<file path="src/rtl/instr_fetch.sv">
// Instruction-fetch stage: owns the PC, drives the synchronous instruction memory and
// presents {pc, pc+4, instr, valid}. Optional IF_INSTR_COUNT_EN adds a saturating issue counter.
module instr_fetch #(
   parameter int                  DATA_BUS    = 32,
   parameter int                  IMEM_LENGTH = 256,
   parameter logic [DATA_BUS-1:0] HALT_INSTR  = 32'hFC000000,
   localparam int                 AW          = $clog2(IMEM_LENGTH)
) (
   input  logic                clk,
   input  logic                rst,
   input  logic                i_enable,
   input  logic                i_stall,
   input  logic                i_branch_taken,
   input  logic [DATA_BUS-1:0] i_branch_target,
   output logic [AW-1:0]       o_imem_addr,
   input  logic [DATA_BUS-1:0] i_imem_data,
   output logic [DATA_BUS-1:0] o_pc,
   output logic [DATA_BUS-1:0] o_pc_plus4,
   output logic [DATA_BUS-1:0] o_instr,
   output logic                o_valid,
`ifdef IF_INSTR_COUNT_EN
   output logic [31:0]         o_instr_count,
`endif
   output logic                o_halt,
   output logic                o_misaligned
);

   typedef enum logic [1:0] {
      ST_RUN    = 2'd0,
      ST_HALTED = 2'd1,
      ST_FAULT  = 2'd2
   } state_t;

   state_t              state_q;
   logic [DATA_BUS-1:0] pc_q;
   logic [DATA_BUS-1:0] pc_d;
   logic                primed_q;
   logic                halt_q;
   logic                misaligned_q;

   logic                run_s;
   logic                valid_s;
   logic                halt_hit_s;
   logic                misalign_s;
   logic [DATA_BUS-1:0] pc_inc_s;

   // Next-PC selection; the memory address is taken from pc_d so data lines up with pc_q.
   always_comb begin
      run_s      = (state_q == ST_RUN);
      valid_s    = primed_q && run_s && i_enable && !i_stall && !i_branch_taken;
      halt_hit_s = valid_s && (i_imem_data == HALT_INSTR);
      misalign_s = primed_q && run_s && i_branch_taken && (i_branch_target[1:0] != 2'b00);
      pc_inc_s   = pc_q + DATA_BUS'(4);
      pc_d       = pc_q;
      if (rst) begin
         pc_d = '0;
      end else if (!primed_q || !run_s) begin
         pc_d = pc_q;
      end else if (i_branch_taken) begin
         pc_d = misalign_s ? pc_q : i_branch_target;
      end else if (i_stall || !i_enable) begin
         pc_d = pc_q;
      end else if (halt_hit_s) begin
         pc_d = pc_q;
      end else begin
         pc_d = pc_inc_s;
      end
   end

   assign o_imem_addr  = pc_d[AW+1:2];
   assign o_pc         = pc_q;
   assign o_pc_plus4   = pc_inc_s;
   assign o_valid      = valid_s;
   // A stalled instruction stays visible; bubbles, kills and stopped states show a NOP.
   assign o_instr      = (primed_q && run_s && !i_branch_taken) ? i_imem_data : '0;
   assign o_halt       = halt_q;
   assign o_misaligned = misaligned_q;

   always_ff @(posedge clk) begin
      if (rst) begin
         pc_q         <= '0;
         primed_q     <= 1'b0;
         state_q      <= ST_RUN;
         halt_q       <= 1'b0;
         misaligned_q <= 1'b0;
      end else begin
         pc_q     <= pc_d;
         primed_q <= 1'b1;
         case (state_q)
            ST_RUN: begin
               if (misalign_s) begin
                  state_q      <= ST_FAULT;
                  misaligned_q <= 1'b1;
               end else if (halt_hit_s) begin
                  state_q <= ST_HALTED;
                  halt_q  <= 1'b1;
               end else begin
                  state_q <= ST_RUN;
               end
            end
            ST_HALTED: state_q <= ST_HALTED;
            ST_FAULT:  state_q <= ST_FAULT;
            // An illegal encoding is treated as a fault so fetch stops safely.
            default: begin
               state_q      <= ST_FAULT;
               misaligned_q <= 1'b1;
            end
         endcase
      end
   end

`ifdef IF_INSTR_COUNT_EN
   logic [31:0] count_q;

   always_ff @(posedge clk) begin
      if (rst) begin
         count_q <= 32'd0;
      end else if (valid_s && (count_q != 32'hFFFF_FFFF)) begin
         count_q <= count_q + 32'd1;
      end else begin
         count_q <= count_q;
      end
   end

   assign o_instr_count = count_q;
`else
`endif

endmodule

</file>
<file path="config.mk">
export PLATFORM = sky130hd
export DESIGN_NAME = instr_fetch
export DESIGN_NICKNAME = d
export VERILOG_FILES = /design/src/rtl/instr_fetch.sv
export SDC_FILE = /design/constraint.sdc
export NUM_CORES = 1
export LEC_CHECK = 0
export ABC_CLOCK_PERIOD_IN_PS = 2700
export BUFFER_PORTS_ARGS = -buffer_cell sky130_fd_sc_hd__clkbuf_2
export CAP_MARGIN = 25
export CORE_ASPECT_RATIO = 1.25
export CORE_UTILIZATION = 35
export CTS_CLUSTER_SIZE = 20
export DETAILED_ROUTE_END_ITERATION = 8
export PLACE_DENSITY = 0.62
export SYNTH_ARGS = -nofsm -noshare
export SYNTH_HDL_FRONTEND = slang
export SYNTH_SLANG_ARGS = --single-unit
</file>
<file path="constraint.sdc">
create_clock -name clk -period 2.7 [get_ports clk]
set_input_delay 0.54 -clock clk [delete_from_list [all_inputs] [get_ports clk]]
set_output_delay 0.54 -clock clk [all_outputs]
set_load 0.1 [all_outputs]
</file>
# After elaboration in Yosys (flattened, before gate mapping)

Index checks and enable logic that the tools add are counted.

Word-level logic and storage cells: 51
Flip-flop bits (word level): 37
Bits of input ports: 69

Bitwise operators: 3
Reductions and logical operators: 21
Eq/ne operators: 7
Muxes and demuxes: 13
$add $sub $neg: 1

Operators by type and width:

| cell                  | number |
|---|---|
| $mux 32               | 5 |
| $add 32x3->32 const B | 1 |
| $eq 32x32->1 const B  | 1 |
| $mux 10               | 2 |
| $logic_and 1x1->1     | 8 |
| $ne 2x2->1 const B    | 3 |
| $logic_not 1->1       | 5 |
| $pmux 2 s2            | 1 |
| $reduce_and 4->1      | 1 |
| $mux 1                | 3 |
| $not 1->1             | 3 |
| $reduce_and 3->1      | 1 |
| $eq 2x1->1 const B    | 1 |
| $eq 2x2->1 const B    | 1 |
| $logic_not 2->1       | 1 |
| $logic_or 1x1->1      | 2 |
| $mux 2                | 1 |
| $ne 2x1->1 const B    | 1 |
| $pmux 1 s2            | 1 |
| $reduce_and 2->1      | 1 |
| $reduce_bool 2->1     | 1 |
| $reduce_or 2->1       | 1 |

# Logic depth before layout (Yosys ltp)

Depth after elaboration: 11
Mapped depth: 9
Mapped depth without buffers: 7

# Worst setup path before layout

Ideal clock, no wire load.

Kind: input to output
Start point: in i_branch_taken
End point: out o_imem_addr[0]
Buffers on the path: 0
Arrival time: 4.547 ns
Path slack: -2.387 ns
Data required time: 2.160 ns
Stages on the path: 5
Path through: and4b_1 > nand4_1 > o31ai_2 > nor2_1 > a211oi_1

Cells in the longest elaborated chain, start to end: 8

RTL lines:

| element            | line | RTL |
|---|---|---|
| start: declaration | 13   | `input logic i_branch_taken,` |
| $logic_not 1->1    | 50   | `valid_s = primed_q && run_s && i_enable && !i_stall && !i_branch_taken;` |
| $logic_and 1x1->1  | 50   |  |
| $logic_and 1x1->1  | 51   | `halt_hit_s = valid_s && (i_imem_data == HALT_INSTR);` |
| $mux 32            | 63   | `end else if (halt_hit_s) begin` |
| $mux 32            | 61   | `end else if (i_stall \|\| !i_enable) begin` |
| $mux 32 (*)        | 59   | `end else if (i_branch_taken) begin` |
| $mux 10 (*)        | 57   | `end else if (!primed_q \|\| !run_s) begin` |
| $mux 10 (*)        | 55   | `if (rst) begin` |
| end: declaration   | 15   | `output logic [AW-1:0] o_imem_addr,` |

Every way passes the cells marked *; elsewhere a longest branch is shown, timed or not. The select of a mux whose other input is x is not followed.

# Final worst setup path

Same ends and word-level chain as after synthesis.

==> flow_metrics.py <==
metrics = {
    "cells_and_area": {
        "register_area_um2": 813.3,
        "fill_cells": 609,
        "diodes": 0,
        "syn2layout_area_growth_pct": 99.84,
        "drive_above_1_share_pct": 57.50,
        "nets": 704,
        "multi_input_area_um2": 2694,
    },
    "timing": {
        "fin_crit_ns": 2.888,
        "setup_slack_ns": -0.1884,
        "rsz0062_at_grt": "true",
        "skew_ns": 0.008416,
        "fin_crit_sh_pct": 107.0,
        "fmaxAchievable_mhz": 346.2,
        "max_slew_margin_pct": 62.41,
        "setup_viol": 8,
        "finalHoldViolCount": 0,
        "worst_pin_slew_ns": 0.5663,
        "timing.hold.ws_ns": 0.4915,
        "slew_viol_final": 0,
    },
    "logic_synthesis": {
        "synth_cells": 407,
        "ys.flop_type": "dfxtp_1",
        "synth_top_area_share_pct": 24.32,
        "synth_edf_count": 0,
        "syn_nets": 479,
        "yosysTopAreaCell": "dfxtp_1",
        "synthDistinctLibCells": 66,
        "yosysWarnings": 0,
        "syn-cell-area_um2": 3045,
        "syn_area_per_cell_um2": 7.483,
        "ys_seq_area_share_pct": 24.32,
        "ys_seq_elements": 37,
        "synthArstFlopShare_pct": 0,
        "synth_area_leaders": "dfxtp_1, and2_1, a21oi_1",
    },
    "setup_path": {
        "cpPeakStageDelay_ns": 0.35,
        "crit_fanout": 4,
        "cp_slowest_cell": "o31ai_4",
        "r2r-start": "state_q[0]$_SDFF_PP0_",
        "required_ns": 2.16,
        "path_buf_inv": 5,
        "r2r_end": "o_pc[27]$_SDFFE_PP0P_",
        "rr_worst_depth": 9,
        "crit_family": "buffers and inverters",
        "crit_type": "in -> out",
        "arrival_ns": 2.35,
        "cp-end-kind": "output port",
        "cp-start-kind": "input pin",
        "regToRegSetupSlack_ns": 0.55,
        "cp_common_cell": "buf_6",
        "cp_cell_sequence": "clkbuf_8 > buf_6 > and4b_4 > nand4_1 > buf_4 > o31ai_4 > buf_6 > nor2_4 > a211oi_4 > buf_12",
    },
    "drt": {
        "routed_wl_um": 13030,
        "vias_per_cell": 5.781,
        "firstDrtPassIters": 5,
        "vias": 4220,
        "drc": 0,
        "ant_nets": 0,
        "dr.first_iter.drc_count": 175,
        "wl_per_cell_um": 17.85,
    },
    "clock_network": {
        "clk_pin_slew_worst_paths_ns": 0.07,
        "clock_path_buffers": 2,
        "cts_tree": "done",
        "ctsHoldBuffers": 0,
        "htree_levels": 2,
        "cts.sinks": 37,
        "cts_root_buf": "clkbuf_8",
        "cts_buffers": 5,
        "clock_latency_ns": 0.30,
    },
    "pwr": {
        "p_sw_share_pct": 48.12,
        "combPwrFrac_pct": 52.7,
        "power.total_mw": 2.091,
        "seq_power_share_pct": 29.0,
        "clkPwrFrac_pct": 18.2,
        "irDropWorstVdd_mv": 0.2254,
        "internal_power_mw": 1.085,
        "leakagePower_nw": 2.586,
        "power.switching_mw": 1.006,
        "power_density_nw_per_um2": 343.5,
    },
    "hold_path": {
        "hold_start": "o_misaligned$_SDFFE_PP0P_",
        "holdPathEnd": "o_misaligned$_SDFFE_PP0P_",
        "holdPathStages": 2,
        "worst_hold_path_type": "reg -> reg",
    },
    "die": {
        "die_x_um": 85.43,
        "coreArea_um2": 8333,
        "start_util_pct": 36.55,
        "ioPinCount": 176,
        "dieHeight_um": 106.3,
        "dieArea_um2": 9080,
        "rows": 37,
    },
    "global_route": {
        "gr-total-overflow": 0,
        "grt_max_degree": 36,
        "grt_pass1_vias": 4186,
        "grt_pass1_wl_um": 20060,
        "grt.total_usage_pct": 27.97,
        "antenna_found_initial": 0,
    },
    "placed_design": {
        "io_buffers": 175,
        "dpl.hpwl_um": 9742,
        "gp_congestion": 0.8542,
    },
    "status": {
        "status": "finished with violations",
        "violations": "setup timing",
    },
    "flow_run": {
        "drv_cap": 0,
    },
}
## worst min-delay path: stages, from the launching register on
cell and delay [ns]:
dfxtp_1 0.34, nor2_1 0.05, nor2_1 0.07
## Yosys cell counts (all sizes together) (2+ instances only)
| library cell | count |
|---|---|
| a32o | 2 |
| or2 | 13 |
| ha | 3 |
| o221ai | 5 |
| and4b | 2 |
| nor2 | 28 |
| or4 | 2 |
| nand2b | 3 |
| inv | 14 |
| o41a | 2 |
| a21oi | 45 |
| or3b | 2 |
| mux2i | 2 |
| nand4 | 12 |
| o21ai | 22 |
| dfxtp | 37 |
| and2 | 38 |
| clkbuf | 12 |
| nor4 | 15 |
| a21boi | 2 |
| buf | 15 |
| and4 | 6 |
| o22ai | 3 |
| o21a | 3 |
| nor3 | 10 |
| nand3 | 12 |
| a221oi | 6 |
| and3 | 7 |
| o32ai | 5 |
| a31oi | 6 |
| a211oi | 5 |
| o31a | 8 |
| xor2 | 7 |
| nand2 | 30 |
| xnor2 | 9 |
## final cells by class
type | count | area share (%)
Multi-Input combinational cell | 329 | 44.26
Timing Repair Buffer | 244 | 38.12
Sequential cell | 37 | 13.36
Tap cell | 97 | 1.994
Clock buffer | 5 | 1.131
Inverter | 15 | 0.9252
Clock inverter | 3 | 0.2056
## sequential cells by signal, summed over array words and instances (netlist names)
register      flops
state_q           2
o_misaligned      1
o_halt            1
o_pc             32
primed_q          1
## per-layer routing
metal  global-route usage, %  part of all wire [%]  vias to the layer above
met5                       0                     0                        -
met4                   12.98                   3.2                        0
met1                   29.98                    36                     2005
met3                   6.289                   7.9                       36
met2                   51.37                    53                      218
li1                        -                     -                     1961
## power groups by stage
stage / clock, mW / combinational, mW / sequential, mW
6_report: 0.381 / 1.10 / 0.607
5_1_grt: 0.410 / 1.14 / 0.611
4_1_cts: 0.385 / 1.07 / 0.608
3_5_place_dp: 0 / 1.04 / 0.623
3_3_place_gp: 0 / 1.03 / 0.621
2_1_floorplan: 0 / 0.562 / 0.765
## per-stage QoR
step	worst slack [ns]	setup TNS (ns)	area, um^2	utilization [%]	instances
finish	-0.1884	-1.380	6086	73.03	730
detailed placement	-0.3061	-2.176	5573	66.88	697
global route	-0.2816	-2.097	6086	73.03	730
CTS	-0.2031	-1.449	5872	70.47	720
floorplan	-0.5238	-3.819	3493	-	407
global placement	-0.3002	-2.182	5573	66.88	697
## placed cells by master (no fill, tap or decap), types with 8 or more instances in the layout
cell        n
nor2_1     25
buf_4      69
inv_1      12
buf_12     59
clkbuf_2  109
dfxtp_4    16
dfxtp_2    10
and2_1     37
dfxtp_1    11
a21oi_1    37
nor3_1      9
o31a_1      8
o21ai_0    17
nand2_1    28
nand4_1    10
## worst max-delay path by stage
stage | from | to | slack, ns | depth (start not counted)
detailed placement | i_imem_data[9] | o_imem_addr[6] | -0.31 | 8
finish | i_branch_taken | o_imem_addr[0] | -0.19 | 10
floorplan | i_branch_taken | o_imem_addr[0] | -0.52 | 5
global route | i_imem_data[24] | o_imem_addr[0] | -0.28 | 10
CTS | i_branch_taken | o_imem_addr[0] | -0.20 | 10
global placement | i_imem_data[9] | o_imem_addr[4] | -0.30 | 8
## cells by family (layout without fill, tap and decap cells)
group                    after synthesis  after routing  share of synthesized area, %
AO/OA/AOI/OAI                        120            120                         26.29
flip-flops                            37             37                         24.32
AND/OR/NAND/NOR                      187            188                         36.36
XOR/XNOR                              16             16                         4.602
multiplexers                           2              2                        0.6574
adder cells (fa/ha/maj)                3              3                         1.233
buffers and inverters                 42            267                         6.532
## repair_timing
item | 4_1_cts | 5_1_grt
gates cloned | 1 | 0
resized for setup | 23 | 26
buffers inserted | 14 | 10
endpoints found under the setup margin | 15 | 22
pin swaps | 8 | 13
(Power assumes the default switching activity.)
